**config.mk**
```make
export PLATFORM = sky130hd
export DESIGN_NAME = serial_frame_deserializer
export DESIGN_NICKNAME = d
export VERILOG_FILES = /design/src/rtl/serial_frame_deserializer_pkg.sv /design/src/rtl/serial_frame_deserializer_sync_detector.sv /design/src/rtl/serial_frame_deserializer.sv
export SDC_FILE = /design/constraint.sdc
export NUM_CORES = 1
export LEC_CHECK = 0
export ABC_AREA = 0
export BUFFER_PORTS_ARGS = -buffer_cell sky130_fd_sc_hd__buf_4
export CORE_ASPECT_RATIO = 1.2
export CORE_UTILIZATION = 55
export CTS_BUF_LIST = sky130_fd_sc_hd__clkbuf_4 sky130_fd_sc_hd__clkbuf_8
export CTS_CLUSTER_SIZE = 24
export DETAILED_ROUTE_END_ITERATION = 8
export PLACE_DENSITY_LB_ADDON = 0.25
export SYNTH_ARGS = -nofsm -noshare
export SYNTH_HDL_FRONTEND = slang
export SYNTH_SLANG_ARGS = --single-unit
```
**constraint.sdc**
```tcl
create_clock -name clk -period 2.1 [get_ports clk]
set_input_delay 0.42 -clock clk [delete_from_list [all_inputs] [get_ports clk]]
set_output_delay 0.42 -clock clk [all_outputs]
set_load 0.01 [all_outputs]
```
**src/rtl/serial_frame_deserializer_pkg.sv**
```systemverilog
// serial_frame_deserializer_pkg
//   Shared definitions for the serial frame deserializer slice: FSM state
//   encodings and the default frame geometry / sync word.
//   No ports (package only).
package serial_frame_deserializer_pkg;

    typedef enum logic [1:0] {
        HUNT    = 2'd0,
        COLLECT = 2'd1,
        PARITY  = 2'd2
    } state_t;

    localparam int          FRAME_W_DEF      = 124;
    localparam int          SYNC_W_DEF       = 8;
    localparam logic [7:0]  SYNC_PATTERN_DEF = 8'hA5;

endpackage

```
**src/rtl/serial_frame_deserializer_sync_detector.sv**
```systemverilog
// sync_detector
//   Sliding-window detector for the frame sync word. Each valid bit shifts
//   into the window LSB; a match is reported combinationally on the cycle the
//   bit completing the pattern is sampled, once at least SYNC_W bits have been
//   seen since the last clear.
// Ports:
//   clk        in   clock, rising edge
//   reset      in   synchronous active-high reset
//   clear      in   empties the window and fill count (priority over shift)
//   data_in    in   serial bit
//   bit_valid  in   data_in qualifier
//   match      out  sync word completed by the bit sampled this cycle
module sync_detector #(
    parameter int                SYNC_W       = 8,
    parameter logic [SYNC_W-1:0] SYNC_PATTERN = 8'hA5
) (
    input  logic clk,
    input  logic reset,
    input  logic clear,
    input  logic data_in,
    input  logic bit_valid,
    output logic match
);

    localparam int FILL_W = $clog2(SYNC_W + 1);

    logic [SYNC_W-1:0] window_q, window_d;
    logic [FILL_W-1:0] fill_q, fill_d;

    // Window slides by one bit per valid sample so overlapping sync words are
    // still found; the fill count saturates at SYNC_W.
    always_comb begin
        window_d = window_q;
        fill_d   = fill_q;
        if (clear) begin
            window_d = '0;
            fill_d   = '0;
        end else if (bit_valid) begin
            window_d = {window_q[SYNC_W-2:0], data_in};
            if (fill_q != FILL_W'(SYNC_W)) begin
                fill_d = fill_q + FILL_W'(1);
            end
        end
    end

    assign match = !clear && bit_valid &&
                   (fill_d == FILL_W'(SYNC_W)) && (window_d == SYNC_PATTERN);

    always_ff @(posedge clk) begin
        if (reset) begin
            window_q <= '0;
            fill_q   <= '0;
        end else begin
            window_q <= window_d;
            fill_q   <= fill_d;
        end
    end

endmodule

```
**src/rtl/serial_frame_deserializer.sv**
```systemverilog
// serial_frame_deserializer
//   Hunts for a sync word in a qualified serial bitstream, collects the next
//   FRAME_W payload bits (first bit ends up in the MSB) and offers the frame
//   through a one-entry valid/ready buffer. A frame completing while the
//   buffer is still occupied and not being read is dropped and sets a sticky
//   overflow flag.
// Optional feature (macro SERIAL_FRAME_PARITY_EN): an even-parity bit follows
//   the payload; the frame is delivered on the parity bit's edge, or dropped
//   with a one-cycle parity_err pulse when the check fails.
// Ports:
//   clk          in   clock, rising edge
//   reset        in   synchronous active-high reset
//   data_in      in   serial bit
//   bit_valid    in   data_in qualifier; no state changes when low
//   frame_data   out  buffered frame
//   frame_valid  out  frame_data holds an unconsumed frame
//   frame_ready  in   consumer accepts when frame_valid && frame_ready
//   in_sync      out  collecting payload or parity bit
//   overflow     out  sticky frame-dropped flag
//   parity_err   out  one-cycle parity failure pulse (0 without parity)
module serial_frame_deserializer
    import serial_frame_deserializer_pkg::*;
#(
    parameter int                FRAME_W      = FRAME_W_DEF,
    parameter int                SYNC_W       = SYNC_W_DEF,
    parameter logic [SYNC_W-1:0] SYNC_PATTERN = SYNC_PATTERN_DEF
) (
    input  logic               clk,
    input  logic               reset,
    input  logic               data_in,
    input  logic               bit_valid,
    output logic [FRAME_W-1:0] frame_data,
    output logic               frame_valid,
    input  logic               frame_ready,
    output logic               in_sync,
    output logic               overflow,
    output logic               parity_err
);

    localparam int COUNT_W = $clog2(FRAME_W + 1);

    state_t               state_q, state_d;
    logic [COUNT_W-1:0]   count_q, count_d;
    logic [FRAME_W-1:0]   acc_q, acc_d;
    logic [FRAME_W-1:0]   frame_data_q, frame_data_d;
    logic                 frame_valid_q, frame_valid_d;
    logic                 overflow_q, overflow_d;
    logic                 frameDone;
    logic [FRAME_W-1:0]   doneWord;
    logic                 consume;
    logic                 syncMatch;
    logic                 hunting;
`ifdef SERIAL_FRAME_PARITY_EN
    logic                 parity_err_q, parity_err_d;
`endif

    assign hunting = (state_q == HUNT);

    // The detector only sees bits while hunting and is held empty otherwise,
    // so every frame must be preceded by its own complete sync word.
    sync_detector #(
        .SYNC_W       (SYNC_W),
        .SYNC_PATTERN (SYNC_PATTERN)
    ) u_sync_detector (
        .clk       (clk),
        .reset     (reset),
        .clear     (!hunting),
        .data_in   (data_in),
        .bit_valid (bit_valid && hunting),
        .match     (syncMatch)
    );

    assign consume = frame_valid_q && frame_ready;

    // Next-state logic: frame assembly FSM followed by the output buffer.
    // A completed frame may load into the buffer on the same edge that the
    // consumer drains it.
    always_comb begin
        state_d       = state_q;
        count_d       = count_q;
        acc_d         = acc_q;
        frameDone     = 1'b0;
        doneWord      = acc_q;
        frame_data_d  = frame_data_q;
        frame_valid_d = frame_valid_q && !consume;
        overflow_d    = overflow_q;
`ifdef SERIAL_FRAME_PARITY_EN
        parity_err_d  = 1'b0;
`endif

        case (state_q)
            HUNT: begin
                if (syncMatch) begin
                    state_d = COLLECT;
                    count_d = '0;
                end
            end
            COLLECT: begin
                if (bit_valid) begin
                    acc_d = {acc_q[FRAME_W-2:0], data_in};
                    if (count_q == COUNT_W'(FRAME_W - 1)) begin
                        count_d = '0;
`ifdef SERIAL_FRAME_PARITY_EN
                        state_d = PARITY;
`else
                        state_d   = HUNT;
                        frameDone = 1'b1;
                        doneWord  = acc_d;
`endif
                    end else begin
                        count_d = count_q + COUNT_W'(1);
                    end
                end
            end
`ifdef SERIAL_FRAME_PARITY_EN
            PARITY: begin
                if (bit_valid) begin
                    state_d = HUNT;
                    if ((^acc_q ^ data_in) == 1'b0) begin
                        frameDone = 1'b1;
                        doneWord  = acc_q;
                    end else begin
                        parity_err_d = 1'b1;
                    end
                end
            end
`endif
            default: begin
                state_d = HUNT;
            end
        endcase

        if (frameDone) begin
            if (!frame_valid_q || consume) begin
                frame_data_d  = doneWord;
                frame_valid_d = 1'b1;
            end else begin
                overflow_d = 1'b1;
            end
        end
    end

    // State and buffer registers; reset discards any partial or pending frame.
    always_ff @(posedge clk) begin
        if (reset) begin
            state_q       <= HUNT;
            count_q       <= '0;
            acc_q         <= '0;
            frame_data_q  <= '0;
            frame_valid_q <= 1'b0;
            overflow_q    <= 1'b0;
        end else begin
            state_q       <= state_d;
            count_q       <= count_d;
            acc_q         <= acc_d;
            frame_data_q  <= frame_data_d;
            frame_valid_q <= frame_valid_d;
            overflow_q    <= overflow_d;
        end
    end

`ifdef SERIAL_FRAME_PARITY_EN
    always_ff @(posedge clk) begin
        if (reset) begin
            parity_err_q <= 1'b0;
        end else begin
            parity_err_q <= parity_err_d;
        end
    end
    assign parity_err = parity_err_q;
`else
    assign parity_err = 1'b0;
`endif

    assign frame_data  = frame_data_q;
    assign frame_valid = frame_valid_q;
    assign overflow    = overflow_q;
    assign in_sync     = (state_q == COLLECT) || (state_q == PARITY);

endmodule

```
==> results.json <==
{
  "status": "finished clean",
  "ys_seq_area_frac": 0.570,
  "synth_fp_nets": 1198,
  "dpl.cell_count": 1471,
  "fin_crit_sh": 0.937,
  "synthMuxAreaShare": 0.00850,
  "synth-compound-area-share": 0.142,
  "hold_path_class": "in -> reg",
  "drc": 0,
  "worst_pin_slew_ns": 0.680,
  "drt_wl_total_mm": 19.6,
  "place_congestion": 0.815,
  "die_x_um": 121,
  "wl_per_cell_um": 12.7,
  "synth_adder_area_share": 0.00399,
  "final_util": 0.685,
  "pre_cts_ws_ns": 0.0876,
  "overflow": 0,
  "layout_min_cycle_time_ns": 1.97,
  "vdd.ir_drop.worst_uv": 538,
  "drt_iter0_drc": 494,
  "clockRootBuffer": "clkbuf_8",
  "die-area_um2": 17600,
  "clock_skew_ns": 0.0195,
  "yosysTopAreaCell": "dfxtp_1",
  "cts.clk_slew.worst_paths_ns": 0.06,
  "grt_antenna_before_repair": 0,
  "synthArstFlopShare": 0,
  "start_util": 0.561,
  "core-area_um2": 16800,
  "relSlewSlack": 0.546,
  "dr_total_vias": 7907,
  "cp-end-kind": "flop",
  "yosysTopAreaCellShare": 0.570,
  "synth_xor_area_frac": 0.00186,
  "power_density_nw_per_um2": 834,
  "maxCapViolCount": 0,
  "grt_pass1_vias": 7275,
  "cp_slowest_stage_delay_ns": 0.38,
  "synth.most_common_cell": "nand2_1",
  "synth_cell_types": 38,
  "cts_tree": "yes",
  "drive_gt1_frac": 0.175,
  "viasPerCell": 5.13,
  "cts-htree-levels": 2,
  "whs_ns": 0.180,
  "ios": 133,
  "path_class": "reg -> reg",
  "crit_path_top_delay_cell": "dfxtp_1",
  "grt_start_max_net_pins": 90,
  "ys_warn_count": 0,
  "fp.dieH_um": 145,
  "num_rows": 52,
  "worst_slack_ns": 0.133,
  "io_buffers": 131,
  "dpl.hpwl_mm": 11.7,
  "cp-start-kind": "flop",
  "dr.pass1.iters": 6,
  "cp.required_ns": 2.54,
  "clock_latency_ns": 0.52,
  "synth_cells": 1190,
  "total_power_mw": 9.59,
  "area_delta_synth_final_pct": 22.1,
  "fin_nets": 1306,
  "clk_path_buf_depth": 3,
  "clkSinkCount": 268,
  "synth_top_family_by_area": "simple AND/OR/NAND/NOR gates",
  "grt_pass1_wl_mm": 32.9,
  "diodes": 0,
  "numCtsBuffers": 40,
  "synth_edf_count": 0,
  "total_leakage_power_nw": 4.13,
  "grt_usage": 0.224,
  "setup_viol": 0,
  "synth_area_um2": 9420,
  "cp.arrival_ns": 2.40,
  "path_cells": "ha_1, nand4_1, or3_4, nor3_4, buf_12, buf_16, nand2_1, a21oi_1",
  "postRouteAntennaNets": 0,
  "instances_no_fill": 1541,
  "ys_ff_latch": 268,
  "hold_viol": 0,
  "fmax_ghz": 0.508,
  "slew_violations": 0,
  "synthSimpleGateAreaFrac": 0.230,
  "path_max_fanout": 30,
  "synth_commonest_cells": "nand2_1 (507), dfxtp_1 (268), a21oi_1 (253)",
  "ys.flop_type": "dfxtp_1",
  "syn_area_per_cell_um2": 7.91,
  "synth.top_cells.by_area": "dfxtp_1 (57%), nand2_1 (20%), a21oi_1 (13%)"
}
cells by family after synthesis:
kind of cell | after synthesis
compound gates | 264
xor+xnor | 2
fa+ha+maj | 3
buf+inv | 92
flops | 268
mux | 8
other cells | 1
simple gates | 552
what timing repair did:
item,in CTS,in global routing
hold endpoints to repair,0,0
setup buffers,0,1
setup endpoints to repair,0,68
gates resized for setup,0,3
hold buffers,0,0
routing by layer:
metal | share of wire | routed length, µm | up-vias | GRT usage
li1 | - | - | 4050 | -
met1 | 0.47 | 9130 | 3650 | 0.283
met2 | 0.47 | 9120 | 178 | 0.380
met3 | 0.052 | 1010 | 29 | 0.0444
met4 | 0.017 | 342 | 0 | 0.0722
met5 | 0 | 0 | - | 0
through the flow:
step / TNS, ns / instance area (µm²)
5_1_grt: -0.00400 / 11500
4_1_cts: 0 / 11500
2_1_floorplan: 0 / 9420
6_report: 0 / 11500
3_3_place_gp: 0 / 10600
3_5_place_dp: 0 / 10600
power breakdown:
part	leakage [nW]	internal [mW]	switching [mW]
clock	0.455	2.49	1.87
sequential	2.16	5.09	0.00507
combinational	1.51	0.0320	0.103
total	4.13	7.61	1.97
critical path: cells and delay by family, from the launching register on:
kind / cells / cell delay (ns)
simple gates: 4 / 0.78
flops: 1 / 0.38
buf+inv: 2 / 0.35
fa+ha+maj: 1 / 0.21
compound gates: 1 / 0.16
registers in the layout, summed over array words and instances (netlist names):
register / count
frame_data: 124
acc_q: 123
count_q: 7
u_sync_detector.window_q: 7
u_sync_detector.fill_q: 4
frame_valid: 1
overflow: 1
state_q: 1
cell type report:
class,count,area [µm²]
multi-input combinational,830,3670
tap,216,270
timing repair buffer,154,1320
clock buffer,66,833
clock inverter,3,15.0
sequential,268,5370
inverter,4,15.0
fill,1459,5290
worst paths after layout:
check / from / endpoint / slack, ns / cells past startpoint
setup / recovery: count_q[0]$_SDFFE_PP0P_ / frame_data[38]$_SDFFE_PP0P_ / 0.13 / 8
hold / removal: data_in / frame_data[0]$_SDFFE_PP0P_ / 0.18 / 3
setup reg to reg: count_q[0]$_SDFFE_PP0P_ / frame_data[38]$_SDFFE_PP0P_ / 0.13 / 8
hold reg to reg: frame_data[15]$_SDFFE_PP0P_ / frame_data[15]$_SDFFE_PP0P_ / 0.45 / 2
layout by cell type, fill, tap and decap left out, types with 4 or more instances in the layout:
| cell | count |
|---|---|
| clkbuf_4 | 12 |
| a21oi_1 | 253 |
| buf_12 | 11 |
| clkbuf_8 | 55 |
| buf_4 | 141 |
| o21ai_0 | 4 |
| nand2_1 | 507 |
| inv_1 | 4 |
| nand2b_1 | 8 |
| mux2i_1 | 8 |
| nor2_1 | 13 |
| dfxtp_1 | 268 |
No activity file was read; power rests on OpenSTA's default activity.
